<file path="config.mk">
export PLATFORM = sky130hd
export DESIGN_NAME = div_dispatch
export DESIGN_NICKNAME = d
export VERILOG_FILES = /design/src/rtl/div_pkg.sv /design/src/rtl/div_req_fifo.sv /design/src/rtl/div_dispatch.sv
export SDC_FILE = /design/constraint.sdc
export NUM_CORES = 1
export LEC_CHECK = 0
export CELL_PAD_IN_SITES_DETAIL_PLACEMENT = 0
export CELL_PAD_IN_SITES_GLOBAL_PLACEMENT = 1
export CORE_MARGIN = 8
export CORE_UTILIZATION = 40
export DETAILED_ROUTE_END_ITERATION = 8
export PLACE_DENSITY_LB_ADDON = 0.1
export SLEW_MARGIN = 10
export SYNTH_ARGS = -nofsm -noshare
export SYNTH_HDL_FRONTEND = slang
export SYNTH_HIERARCHICAL = 1
export SYNTH_SLANG_ARGS = --single-unit
export TNS_END_PERCENT = 50
</file>
<file path="constraint.sdc">
create_clock -name clk -period 7.6 [get_ports clk]
set_input_delay 1.14 -clock clk [delete_from_list [all_inputs] [get_ports clk]]
set_output_delay 1.14 -clock clk [all_outputs]
set_load 0.02 [all_outputs]
</file>
<file path="src/rtl/div_pkg.sv">
// Shared types and constants for the divider issue stage.
// State encoding, result flags and the divide-by-zero quotient pattern.
package div_pkg;

    typedef enum logic [1:0] {
        ST_IDLE   = 2'd0,
        ST_LAUNCH = 2'd1,
        ST_WAIT   = 2'd2,
        ST_RESP   = 2'd3
    } state_e;

    typedef struct packed {
        logic dbz;
        logic err;
    } res_flags_t;

    // Wide enough for any supported N; users slice the low N bits.
    localparam logic [63:0] DBZ_QUOT = '1;

endpackage

</file>
<file path="src/rtl/div_req_fifo.sv">
// Request FIFO holding {x, y} operand pairs for the divider issue stage.
// Full/empty derive from the registered count, so a pop never frees a slot for the same-cycle push.
module div_req_fifo #(
    parameter int N     = 8,
    parameter int DEPTH = 4
) (
    input  logic                       clk,
    input  logic                       rst,
    input  logic                       push_i,
    input  logic [2*N-1:0]             wdata_i,
    input  logic                       pop_i,
    output logic [2*N-1:0]             rdata_o,
    output logic                       full_o,
    output logic                       empty_o,
    output logic [$clog2(DEPTH):0]     count_o
);

    localparam int AW = $clog2(DEPTH);

    logic [2*N-1:0] mem_q [DEPTH];
    logic [AW-1:0]  wr_ptr_q, rd_ptr_q;
    logic [AW:0]    count_q;
    logic           do_push, do_pop;

    assign full_o  = (count_q == (AW+1)'(DEPTH));
    assign empty_o = (count_q == '0);
    assign count_o = count_q;
    assign rdata_o = mem_q[rd_ptr_q];

    assign do_push = push_i && !full_o;
    assign do_pop  = pop_i && !empty_o;

    // NOTE: sequential state uses non-blocking assignments so every register samples pre-edge values.
    always_ff @(posedge clk or posedge rst) begin
        if (rst) begin
            wr_ptr_q <= '0;
            rd_ptr_q <= '0;
            count_q  <= '0;
        end else begin
            if (do_push) wr_ptr_q <= wr_ptr_q + 1'b1;
            if (do_pop)  rd_ptr_q <= rd_ptr_q + 1'b1;
            case ({do_push, do_pop})
                2'b10:   count_q <= count_q + 1'b1;
                2'b01:   count_q <= count_q - 1'b1;
                default: count_q <= count_q;
            endcase
        end
    end

    // NOTE: storage is deliberately not reset; the pointers and count alone define which entries are valid.
    always_ff @(posedge clk) begin
        if (do_push) mem_q[wr_ptr_q] <= wdata_i;
    end

endmodule

</file>
<file path="src/rtl/div_dispatch.sv">
// Issue stage for restoring_divider: queues requests, launches one at a time, returns results in order.
// Divide-by-zero is answered locally; a divider that never completes yields an error response.
module div_dispatch
    import div_pkg::*;
#(
    parameter int N       = 8,
    parameter int DEPTH   = 4,
    parameter int TIMEOUT = 64
) (
    input  logic         clk,
    input  logic         rst,
    input  logic         req_valid,
    output logic         req_ready,
    input  logic [N-1:0] req_x,
    input  logic [N-1:0] req_y,
    output logic         div_start,
    output logic [N-1:0] div_x,
    output logic [N-1:0] div_y,
    input  logic [N-1:0] div_quot,
    input  logic [N-1:0] div_rem,
    input  logic         div_valid,
    output logic         res_valid,
    input  logic         res_ready,
    output logic [N-1:0] res_quot,
    output logic [N-1:0] res_rem,
    output logic         res_dbz,
    output logic         res_err,
    output logic         busy
);

    localparam int          TW       = $clog2(TIMEOUT);
    localparam logic [TW-1:0] TMO_LAST = TW'(TIMEOUT - 1);

    logic [2*N-1:0]          fifo_rdata;
    logic                    fifo_full, fifo_empty, fifo_pop;
    logic [$clog2(DEPTH):0]  fifo_count;
    logic [N-1:0]            head_x, head_y;

    state_e        state_q, state_d;
    logic [N-1:0]  op_x_q, op_x_d, op_y_q, op_y_d;
    logic [N-1:0]  quot_q, quot_d, rem_q, rem_d;
    res_flags_t    flags_q, flags_d;
    logic [TW-1:0] tmo_q, tmo_d;
    logic          dv_prev_q, dv_prev_d;

    div_req_fifo #(.N(N), .DEPTH(DEPTH)) u_fifo (
        .clk     (clk),
        .rst     (rst),
        .push_i  (req_valid),
        .wdata_i ({req_x, req_y}),
        .pop_i   (fifo_pop),
        .rdata_o (fifo_rdata),
        .full_o  (fifo_full),
        .empty_o (fifo_empty),
        .count_o (fifo_count)
    );

    assign head_x   = fifo_rdata[2*N-1:N];
    assign head_y   = fifo_rdata[N-1:0];
    assign fifo_pop = (state_q == ST_IDLE) && !fifo_empty;

    // NOTE: every next-state signal defaults to its current value first, so no path can infer a latch.
    always_comb begin
        state_d   = state_q;
        op_x_d    = op_x_q;
        op_y_d    = op_y_q;
        quot_d    = quot_q;
        rem_d     = rem_q;
        flags_d   = flags_q;
        tmo_d     = tmo_q;
        dv_prev_d = dv_prev_q;
        case (state_q)
            ST_IDLE: begin
                if (!fifo_empty) begin
                    if (head_y == '0) begin
                        quot_d  = DBZ_QUOT[N-1:0];
                        rem_d   = head_x;
                        flags_d = '{dbz: 1'b1, err: 1'b0};
                        state_d = ST_RESP;
                    end else begin
                        // Divider operands only change when a real launch follows.
                        op_x_d  = head_x;
                        op_y_d  = head_y;
                        state_d = ST_LAUNCH;
                    end
                end
            end
            ST_LAUNCH: begin
                tmo_d     = '0;
                dv_prev_d = 1'b0;
                state_d   = ST_WAIT;
            end
            ST_WAIT: begin
                dv_prev_d = div_valid;
                if (div_valid && !dv_prev_q) begin
                    quot_d  = div_quot;
                    rem_d   = div_rem;
                    flags_d = '{dbz: 1'b0, err: 1'b0};
                    state_d = ST_RESP;
                end else if (tmo_q == TMO_LAST) begin
                    quot_d  = '0;
                    rem_d   = '0;
                    flags_d = '{dbz: 1'b0, err: 1'b1};
                    state_d = ST_RESP;
                end else begin
                    tmo_d = tmo_q + 1'b1;
                end
            end
            ST_RESP: begin
                if (res_ready) state_d = ST_IDLE;
            end
            default: state_d = ST_IDLE;
        endcase
    end

    always_ff @(posedge clk or posedge rst) begin
        if (rst) begin
            state_q   <= ST_IDLE;
            op_x_q    <= '0;
            op_y_q    <= '0;
            quot_q    <= '0;
            rem_q     <= '0;
            flags_q   <= '0;
            tmo_q     <= '0;
            dv_prev_q <= 1'b0;
        end else begin
            state_q   <= state_d;
            op_x_q    <= op_x_d;
            op_y_q    <= op_y_d;
            quot_q    <= quot_d;
            rem_q     <= rem_d;
            flags_q   <= flags_d;
            tmo_q     <= tmo_d;
            dv_prev_q <= dv_prev_d;
        end
    end

    assign req_ready = !fifo_full;
    assign div_start = (state_q == ST_LAUNCH);
    assign div_x     = op_x_q;
    assign div_y     = op_y_q;
    assign res_valid = (state_q == ST_RESP);
    assign res_quot  = quot_q;
    assign res_rem   = rem_q;
    assign res_dbz   = flags_q.dbz;
    assign res_err   = flags_q.err;
    assign busy      = (fifo_count != '0) || (state_q != ST_IDLE);

endmodule

</file>
# ---- Word level (Yosys, flattened, before mapping)
# Memories as Yosys holds them, arrays and structs flattened.
# Index checks and enable logic that the tools add are counted.
dict set report totals {
  register_bits 50
  ram_bits 64
  in_bits 37
  output_inout_bits 38
  wordCells 80
  n_memories 1
}
dict set report classes {
  n_addsub 5
  n_eq_ne 13
  mux 27
  bitwise_logic 2
  reduce_logical 20
}
# name words width rd rd_ports_with_merged_regs wr line_no
set mem_list {}
lappend mem_list {u_fifo.mem_q 4 16 1 0 1 div_req_fifo.sv:20} ;# logic [2*N-1:0] mem_q [DEPTH];
# operator n
set op_table {}
lappend op_table {{2-to-1 mux 8 bit} 7}
lappend op_table {{one-hot mux 8 bit (2 select lines)} 2}
lappend op_table {{2-to-1 mux 2 bit} 9}
lappend op_table {{2-to-1 mux 6 bit} 2}
lappend op_table {{one-hot mux 6 bit (2 select lines)} 1}
lappend op_table {{AND reduction 3 bit} 3}
lappend op_table {{zero test 8 bit} 1}
lappend op_table {{one-hot mux 2 bit (4 select lines)} 1}
lappend op_table {{nonzero test 2 bit} 4}
lappend op_table {{adder 6 x 1 -> 6 bit (second input constant)} 1}
lappend op_table {{equality test 2 bit (second input constant)} 3}
lappend op_table {{equality test 6 bit (second input constant)} 1}
lappend op_table {{!= test 2 bit (second input constant)} 3}
lappend op_table {{one-hot mux 3 bit (2 select lines)} 1}
lappend op_table {{adder 2 x 1 -> 2 bit (second input constant)} 2}
lappend op_table {{equality test 2 x 1 -> 1 bit (second input constant)} 2}
lappend op_table {{logical AND 1 bit} 4}
lappend op_table {{!= test 2 x 1 -> 1 bit (second input constant)} 2}
lappend op_table {{one-hot mux 2 bit (2 select lines)} 1}
lappend op_table {{AND reduction 4 bit} 1}
lappend op_table {{adder 3 x 1 -> 3 bit (second input constant)} 1}
lappend op_table {{equality test 3 bit (second input constant)} 1}
lappend op_table {{zero test 1 bit} 3}
lappend op_table {{zero test 3 bit} 1}
lappend op_table {{other kinds (8)} 10}

# ---- Depth between registers and ports, before layout
# Gate-level depths: netlist (run 1).
dict set report logic_depth {
  ltp_word 6
  mapped_depth 11
  mapped_depth_nobuf 10
}

# ---- Cells and area by module
# Netlist (run 1), hierarchy kept.
# mod n_inst cells_per_inst area_per_inst_um2 seq_area_each_um2
set modules_own_cells {}
lappend modules_own_cells {div_req_fifo 1 122 2778.9 2097.0}
lappend modules_own_cells {div_dispatch 1 200 2212.1 1076.0}

# ---- Least setup slack after synthesis (run 1)
# OpenSTA, ideal clock, no wires.
dict set report synth_path {
  path_type {register to output}
  start {register state_q[0]}
  end {output port busy}
  t_arrival_ns 1.448
  t_required_ns 6.460
  path_slack_ns 5.012
  stages_incl_launch_ff 5
  n_path_buf 1
  cell_sequence {dfrtp_1 > inv_1 > ha_1 > buf_6 > or4b_2}
}
dict set report synth_via {
  elab_chain_len 2
}
# item line_no
set synth_lines {}
lappend synth_lines {{from (decl)} div_dispatch.sv:39} ;# state_e state_q, state_d;
lappend synth_lines {{from (signal assigned)} div_dispatch.sv:127} ;# state_q <= state_d;
lappend synth_lines {{nonzero test 2 bit} div_dispatch.sv:147} ;# assign busy = (fifo_count != '0) || (state_q != ST_IDLE);
lappend synth_lines {{logical OR 1 bit} div_dispatch.sv:147}
lappend synth_lines {{to (decl)} div_dispatch.sv:28} ;# output logic busy
# No other way between the ends.

# ---- Worst setup path after layout (run 1)
dict set report layout_path {
  start {register state_q[1]}
  end {output port busy}
}
# The elaborated chain is that of the path after synthesis.

==> flow_summary.yaml, run 1 <==
placement:
  port_buffers: 74
  dp_hpwl_um: 7240
  place_area_sq_um: 5850
  gp_congestion: 0.718
clock_tree:
  cts_root_buffer: "clkbuf_16"
  numCtsBuffers: 17
  cts_tree: "built"
  clk_transition_reported_paths_ns: 0.05
  post_cts_resized: 0
  post-cts-setup-buffers: 0
  cts.path.max_buffers: 2
  cts_htree_levels: 4
  clk_latency_ns: 0.41
  cts_hold_buffers: 0
  cts_sinks: 114
min_path:
  min_path_type: "flip-flop to flip-flop"
  hold_depth: 1
synthesis:
  syn_nets: 371
  synth_edf_count: 64
  synth_cell_type_count: 53
  synth_top_area_share_pct: 38.5
  ys_seq_area_share_pct: 63.6
  synth_area_leaders: "edfxtp_1, dfrtp_1, mux4_1"
  synth_flop_cell: "edfxtp_1"
  ys_ff_latch: 114
  yosysTopAreaCell: "edfxtp_1"
  synthesis.area_sq_um: 4990
  ys_warn_count: 6
  yosys-top-cells-count: "edfxtp_1, dfrtp_1, nand2_1"
  synth_most_common_cell: "edfxtp_1"
  synthesis.instances: 322
  async_reset_ff_share_pct: 43.9
  avgSynthCellArea_sq_um: 15.5
drt:
  num_vias: 2954
  drt-initial-drc-count: 242
  wl_met2_um: 5330
  remaining_drc_errors: 0
  route.met3.wl_um: 511
  drt_first_pass_iters: 4
  post_drt_wl_per_cell_um: 18.3
  viasPerCell: 5.02
  top_layer_used: "met4"
  ant_nets: 0
  m1WireLength_um: 4740
  routed_wl_um: 10800
worst_setup_path:
  rrSetupSlack_ns: 4.00
  cp.required_ns: 6.46
  path_class: "flip-flop to primary output"
  startpoint_type: "flip-flop"
  r2r_start: "u_fifo/rd_ptr_q[0]$_DFFE_PP0P_"
  rr_endpoint: "res_rem[1]$_DFFE_PP0P_"
  end_kind: "primary output"
  crit_start: "state_q[1]$_DFFE_PP0P_"
  cp.arrival_ns: 2.77
  crit_end: "busy"
  critical_path.slowest_cell: "ha_1"
  cpLargestDelayFamily: "buffers and inverters"
  worstPathMaxFanout: 18
  cp_cell_sequence: "inv_1, ha_1, or4b_2, clkdlybuf4s50_1"
  reg2reg_depth: 5
  cpPeakStageDelay_ns: 0.64
  cp.depth: 4
  worst-path-buf-inv: 2
grt:
  grtUsageTotal_pct: 14.2
  grt_pass1_vias: 3145
  antenna_found_initial: 0
  grt_first_pass_wirelength_um: 17400
  grt.overflow.total: 0
  grt_max_degree: 44
timing:
  period_share_pct: 51.4
  rsz0062_at_grt: "no"
  hold_viol_final: 0
  setup_violations: 0
  maxSlewHeadroom_pct: 30.6
  period_needed_ns: 3.91
  tns_ns: 0
  drv_slew: 0
  worstMarginPinSlew_ns: 1.04
  final.setup_skew_ns: 0.00828
  fmax_mhz: 256
power_and_ir_drop:
  p_clk_share_pct: 28.2
  internal_power_w: 0.00190
  switching_share_pct: 33.9
  p_leak_nw: 2.42
  ir_drop_v: 0.000214
  pwr-share-seq_pct: 35.0
  powerDensity_nw_per_um2: 445
  comb_power_share_pct: 36.8
  p_sw_w: 0.000974
floorplan:
  dieArea_sq_um: 16300
  core_area_sq_um: 12400
  io_pins: 75
  die_h_um: 128
  start_util_pct: 40.2
  die_w_um: 128
  row_count: 41
run:
  maxCapViolations: 0
final_layout:
  antennaDiodeCount: 0
  nets: 452
  synthToLayoutAreaGrowth_pct: 29.3
  final_area_sq_um: 6450
  drive_above_1_share_pct: 16.3
outcome:
  status: "complete, no violations"
placed cells by master (no fill, tap or decap), drive strengths merged, types with 11 or more instances in the layout:
cell type,Yosys,layout
clkbuf,3,17
clkdlybuf4s50,0,74
dfrtp,50,50
edfxtp,64,64
ha,11,11
inv,18,21
mux2,15,15
mux4,16,16
nand2,24,24
nand3,14,14
o21ai,13,13
flip-flops by register name, indices dropped and copies added, names as in the netlist:
name,count
div_y,8
tmo_q,6
dv_prev_q,1
div_x,8
res_rem,8
u_fifo/wr_ptr_q,2
u_fifo/rd_ptr_q,2
u_fifo/count_o,3
state_q,2
res_quot,8
u_fifo/mem_q,64
res_err,1
res_dbz,1
layer usage:
metal	track usage [%]	up-vias
met5	0	-
met2	23.0	77
li1	-	1396
met3	4.53	15
met1	16.8	1466
met4	6.71	0
how the worst min path moves through the flow:
stage,endpoint,slack [ns],startpoint
final,res_quot[6]$_DFFE_PP0P_,0.50,res_quot[6]$_DFFE_PP0P_
after global routing,res_quot[7]$_DFFE_PP0P_,0.53,res_quot[7]$_DFFE_PP0P_
after CTS,res_quot[6]$_DFFE_PP0P_,0.51,res_quot[6]$_DFFE_PP0P_
after global placement,dv_prev_q$_DFFE_PP0P_,0.49,dv_prev_q$_DFFE_PP0P_
after detailed placement,res_rem[0]$_DFFE_PP0P_,0.49,res_rem[0]$_DFFE_PP0P_
after floorplan,dv_prev_q$_DFFE_PP0P_,0.47,dv_prev_q$_DFFE_PP0P_
logic make-up (layout without fill, tap and decap cells):
| kind of cell | count (synthesis) | count (layout) | share of synthesized area (%) |
|---|---|---|---|
| multiplexers | 34 | 34 | 12.4 |
| buffers and inverters | 32 | 126 | 3.71 |
| flip-flops | 114 | 114 | 63.6 |
| adder cells (fa/ha/maj) | 12 | 12 | 3.16 |
| XOR/XNOR | 6 | 6 | 1.05 |
| AO/OA/AOI/OAI | 59 | 59 | 9.15 |
| AND/OR/NAND/NOR | 65 | 65 | 6.94 |
per-stage QoR:
| step | utilization [%] | cells | power (W) | worst slack (ns) | hold WS [ns] |
|---|---|---|---|---|---|
| 2_1_floorplan | - | 322 | 0.00173 | 5.01 | 0.470 |
| 6_report | 52.0 | 588 | 0.00287 | 3.69 | 0.503 |
| 5_1_grt | 52.0 | 588 | 0.00303 | 3.52 | 0.526 |
| 3_3_place_gp | 47.1 | 556 | 0.00208 | 4.01 | 0.492 |
| 3_5_place_dp | 47.1 | 556 | 0.00209 | 3.94 | 0.494 |
| 4_1_cts | 52.0 | 588 | 0.00292 | 3.63 | 0.508 |
power by group through the flow:
stage	Clock, W	Combinational (W)	Sequential [W]
6_report	0.000809	0.00106	0.00100
5_1_grt	0.000853	0.00115	0.00103
2_1_floorplan	0	0.000683	0.00105
3_5_place_dp	0	0.00107	0.00102
3_3_place_gp	0	0.00106	0.00102
4_1_cts	0.000828	0.00107	0.00101
worst reg2reg max path, delay by kind of cell (launching register included):
family / cells / cell delay, ns
AOI/OAI and AO/OA: 3 / 1.20
DFF: 1 / 1.03
and+or+nand+nor: 1 / 0.58
muxes: 1 / 0.69
layout make-up:
class | count | area, sq um
Fill cell | 1069 | 5960
Sequential cell | 114 | 3170
Multi-Input combinational cell | 176 | 1640
Timing Repair Buffer | 76 | 756
Clock buffer | 17 | 425
Tap cell | 172 | 215
Clock inverter | 15 | 181
Inverter | 18 | 67.6
Power figures use the tool's default switching activity.
==> run 2, diff against run 1 <==
clock period = 3.55 ns   (was 7.6 ns; I/O delays follow)
==> run 2 against run 1 <==
Clock-buffer cell count rose by 4. Total power rose by 110%. Setup slack got worse by 3.0 ns. Combinational power rose by 120%. Clock power rose by 110%. Hold slack got worse by 0.082 ns. Register-to-register slack got worse by 3.3 ns. First-iteration DRC count fell by 5.0%. Cell count rose by 1.4%. Critical path depth rose by 3. Global-route usage fell by 0.20 points. Non-clock buffer count rose by 8.
==> flow_summary.yaml, run 2 (same netlist as run 1, synthesis figures left out) <==
grt:
  antenna_found_initial: 0
  grtUsageTotal_pct: 14.0
  grt.overflow.total: 0
  grt_max_degree: 29
  grt_pass1_vias: 3098
  grt_first_pass_wirelength_um: 16900
timing:
  tns_ns: 0
  fmax_mhz: 345
  hold_viol_final: 0
  rsz0062_at_grt: "no"
  drv_slew: 0
  maxSlewHeadroom_pct: 38.0
  period_needed_ns: 2.90
  worstMarginPinSlew_ns: 0.926
  timing.hold.ws_ns: 0.422
  setup_violations: 0
  final.setup_skew_ns: 0.0102
  period_share_pct: 81.6
drt:
  drt-initial-drc-count: 230
  drt_first_pass_iters: 4
  routed_wl_um: 10600
  m1WireLength_um: 4630
  viasPerCell: 4.96
  wl_met2_um: 5290
  top_layer_used: "met4"
  ant_nets: 0
  remaining_drc_errors: 0
  route.met3.wl_um: 548
  post_drt_wl_per_cell_um: 17.8
  num_vias: 2956
power_and_ir_drop:
  p_total_w: 0.00615
  comb_power_share_pct: 38.5
  ir_drop_v: 0.000366
  p_leak_nw: 2.46
  p_clk_share_pct: 27.3
  switching_share_pct: 33.1
  pwr-share-seq_pct: 34.2
  powerDensity_nw_per_um2: 947
  internal_power_w: 0.00412
  p_sw_w: 0.00203
final_layout:
  final_cell_mix: "clkdlybuf4s50_1, edfxtp_1, dfrtp_1"
  drive_above_1_share_pct: 17.9
  fin_util_pct: 52.3
  synthToLayoutAreaGrowth_pct: 30.2
  layout_commonest_cell: "clkdlybuf4s50_1"
  nets: 460
  largest_reg_flops: 64
  antennaDiodeCount: 0
  top_register: "u_fifo/mem_q"
worst_setup_path:
  cp.arrival_ns: 3.24
  cp.required_ns: 3.89
  reg2reg_depth: 7
  path_class: "flip-flop to flip-flop"
  end_kind: "flip-flop"
  worstPathMaxFanout: 10
  startpoint_type: "flip-flop"
run:
  maxCapViolations: 0
floorplan:
  die_w_um: 128
  dieArea_sq_um: 16300
  row_count: 41
  io_pins: 75
  start_util_pct: 40.2
  core_area_sq_um: 12400
  die_h_um: 128
placement:
  gp_congestion: 0.745
  dp_hpwl_um: 7570
  port_buffers: 74
clock_tree:
  post_cts_resized: 0
  cts_htree_levels: 4
  clk_latency_ns: 0.41
  post-cts-setup-buffers: 0
  cts_sinks: 114
  cts_tree: "built"
  cts_hold_buffers: 0
  numCtsBuffers: 17
  clk_transition_reported_paths_ns: 0.06
  cts.path.max_buffers: 2
  cts_root_buffer: "clkbuf_16"
outcome:
  status: "complete, no violations"
min_path:
  min_path_type: "primary input to async pin"
==> run 2: worst paths after layout <==
kind                                                 from                             end  slack [ns]
max                        u_fifo/rd_ptr_q[0]$_DFFE_PP0P_         res_quot[5]$_DFFE_PP0P_        0.65
min                                                   rst  u_fifo/wr_ptr_q[1]$_DFFE_PP0P_        0.42
max reg2reg                u_fifo/rd_ptr_q[0]$_DFFE_PP0P_         res_quot[5]$_DFFE_PP0P_        0.65
max in group asynchronous                             rst            div_x[7]$_DFFE_PP0P_        2.32
min reg2reg                       res_quot[7]$_DFFE_PP0P_         res_quot[7]$_DFFE_PP0P_        0.50
min in group clk                  res_quot[7]$_DFFE_PP0P_         res_quot[7]$_DFFE_PP0P_        0.50
==> run 2: area by class of cell <==
class,instances,area (sq um)
repair buffers,84,816
clock inverters,11,139
fillers,1087,5920
inverters,18,67.6
flip-flops and latches,114,3170
multi-input cells,176,1640
clock buffers,21,450
well taps,172,215
==> run 2: through the flow <==
stage / worst slack, ns / instances / cell area, sq um
2_1_floorplan: 1.01 / 322 / 4990
3_3_place_gp: 0.711 / 564 / 5910
3_5_place_dp: 0.658 / 564 / 5910
4_1_cts: 0.632 / 596 / 6500
5_1_grt: 0.523 / 596 / 6500
6_report: 0.653 / 596 / 6500
==> run 2: per-layer routing <==
layer,GRT usage (%),up-vias
met1,16.5,1473
met2,22.5,62
met3,5.66,12
li1,-,1409
met5,0,-
met4,5.17,0
==> run 2: power by group through the flow <==
stage          sequential [W]  clock [W]  combinational [W]
6_report              0.00210    0.00168            0.00237
3_3_place_gp          0.00213          0            0.00239
2_1_floorplan         0.00225          0            0.00146
3_5_place_dp          0.00214          0            0.00241
5_1_grt               0.00216    0.00179            0.00257
4_1_cts               0.00212    0.00172            0.00241
==> run 2: worst max-delay path, cell delays in order (launching register included) <==
cell and delay (ns):
dfrtp_1 0.51, buf_4 0.24, mux4_2 0.54, or4_4 0.54
o31ai_4 0.28, buf_4 0.23, o221a_2 0.32, o22a_1 0.17
==> run 3, diff against run 2 <==
clock period = 2.5 ns   (was 3.55 ns; I/O delays follow)
==> run 3 against run 2 <==
Design area up 2.6%. Largest cell class unchanged. Highest routed layer unchanged. Fmax up 14%. Critical path type unchanged. Clock skew about the same. The run now ends with negative setup slack left.
==> flow_summary.yaml, run 3 (same netlist as run 1, synthesis figures left out) <==
placement:
  gp_congestion: 0.764
  port_buffers: 74
  place_area_sq_um: 6050
  dp_hpwl_um: 7590
worst_setup_path:
  cp.required_ns: 2.84
  rrSetupSlack_ns: -0.05
  worstPathMaxFanout: 8
  crit_end: "res_quot[6]$_DFFE_PP0P_"
  end_kind: "flip-flop"
  path_class: "flip-flop to flip-flop"
  crit_start: "u_fifo/rd_ptr_q[0]$_DFFE_PP0P_"
  cp.arrival_ns: 2.89
  startpoint_type: "flip-flop"
  rr_endpoint: "res_quot[6]$_DFFE_PP0P_"
  r2r_start: "u_fifo/rd_ptr_q[0]$_DFFE_PP0P_"
  reg2reg_depth: 7
grt:
  grt_pass1_vias: 3249
  grt_first_pass_wirelength_um: 17300
  antenna_found_initial: 0
  grt_max_degree: 35
  grtUsageTotal_pct: 13.9
  grt.overflow.total: 0
timing:
  layout_setup_ws_ns: -0.0482
  hold_viol_final: 0
  worstMarginPinSlew_ns: 0.433
  rsz0062_at_grt: "yes"
  setup_violations: 21
  fmax_mhz: 392
  period_share_pct: 102
  drv_slew: 0
  maxSlewHeadroom_pct: 71.0
  final.setup_skew_ns: 0.00980
  period_needed_ns: 2.55
clock_tree:
  clk_latency_ns: 0.41
  cts_sinks: 114
  cts.path.max_buffers: 2
  numCtsBuffers: 17
  cts_hold_buffers: 0
  cts_htree_levels: 4
  cts_root_buffer: "clkbuf_16"
  clk_transition_reported_paths_ns: 0.06
  cts_tree: "built"
drt:
  routed_wl_um: 10600
  ant_nets: 0
  drt_first_pass_iters: 4
  post_drt_wl_per_cell_um: 17.2
  viasPerCell: 4.93
  drt-initial-drc-count: 179
  remaining_drc_errors: 0
  num_vias: 3030
final_layout:
  final_area_sq_um: 6660
  top_register: "u_fifo/mem_q"
  layout_commonest_cell: "clkdlybuf4s50_1"
  largest_reg_flops: 64
  antennaDiodeCount: 0
  fillers: 1068
  nets: 479
  synthToLayoutAreaGrowth_pct: 33.5
  final_cell_mix: "clkdlybuf4s50_1, edfxtp_1, dfrtp_1"
  drive_above_1_share_pct: 21.9
power_and_ir_drop:
  p_total_w: 0.00892
  switching_share_pct: 33.2
  p_clk_share_pct: 25.4
  powerDensity_nw_per_um2: 1340
  comb_power_share_pct: 41.7
  ir_drop_v: 0.000638
  p_leak_nw: 2.55
  p_sw_w: 0.00296
  pwr-share-seq_pct: 33.0
  internal_power_w: 0.00596
outcome:
  status: "finished, violations left"
  violations: "negative setup slack"
floorplan:
  dieArea_sq_um: 16300
  core_area_sq_um: 12400
  start_util_pct: 40.2
  die_w_um: 128
  row_count: 41
  die_h_um: 128
  io_pins: 75
min_path:
  min_path_type: "primary input to async pin"
run:
  maxCapViolations: 0
## run 3: cell count changes in the layout (fill, tap and decap cells not counted), sizes merged
cell           previous run  this run
buf                      10        29
inv                      18        17
clkdlybuf4s50            74        73
clkinv                    6         8
clkbuf                   21        22
bufinv                    3         2
## run 3: how the worst min path moves through the flow
stage	slack (ns)	to	start
3_3_place_gp	0.49	dv_prev_q$_DFFE_PP0P_	dv_prev_q$_DFFE_PP0P_
3_5_place_dp	0.50	div_x[4]$_DFFE_PP0P_	div_x[4]$_DFFE_PP0P_
2_1_floorplan	0.18	u_fifo/count_o[0]$_DFFE_PP0P_	rst
6_report	0.26	state_q[0]$_DFFE_PP0P_	rst
5_1_grt	0.28	tmo_q[2]$_DFFE_PP0P_	rst
4_1_cts	0.25	u_fifo/wr_ptr_q[1]$_DFFE_PP0P_	rst
## run 3: cell type report
class | instances | area, sq um | share of cell area (%)
inverter | 18 | 67.6 | 1.01
multi-input combinational | 176 | 1650 | 24.7
timing repair buffer | 103 | 1000 | 15.0
sequential | 114 | 3170 | 47.6
tap | 172 | 215 | 3.23
clock inverter | 11 | 118 | 1.76
clock buffer | 21 | 440 | 6.61
## run 3: layer usage
metal	GRT usage [%]	part of all wire [%]
met1	16.2	44
met3	4.91	5.0
met2	23.0	49
met4	5.66	1.3
met5	0	0
## run 3: what timing repair did
item	4_1_cts	5_1_grt
endpoints found under the setup margin	31	33
pin swaps	8	3
buffers inserted	2	2
gates resized for setup	8	4
## run 3: worst max-delay path, stage by stage (launching register included)
cell and delay (ns):
dfrtp_1 0.39, buf_6 0.17, mux4_2 0.51, or4_4 0.59
o31ai_4 0.27, buf_6 0.17, o221a_4 0.22, o22a_1 0.15
## run 3: metrics by stage
step	setup TNS, ns	std cells	hold WS, ns	utilization, %	setup slack [ns]
floorplan	-0.437	322	0.178	-	-0.0329
global placement	-0.985	579	0.493	48.8	-0.0671
detailed placement	-2.16	579	0.498	48.8	-0.110
CTS	-0.786	613	0.247	53.6	-0.0505
global route	-2.82	615	0.280	53.7	-0.126
finish	-0.420	615	0.258	53.7	-0.0482
## run 3: power by group through the flow
stage,clock network [W],registers (W),logic (W)
finish,0.00226,0.00294,0.00372
global route,0.00242,0.00300,0.00402
CTS,0.00232,0.00295,0.00376
detailed placement,0,0.00297,0.00367
global placement,0,0.00297,0.00361
floorplan,0,0.00319,0.00209
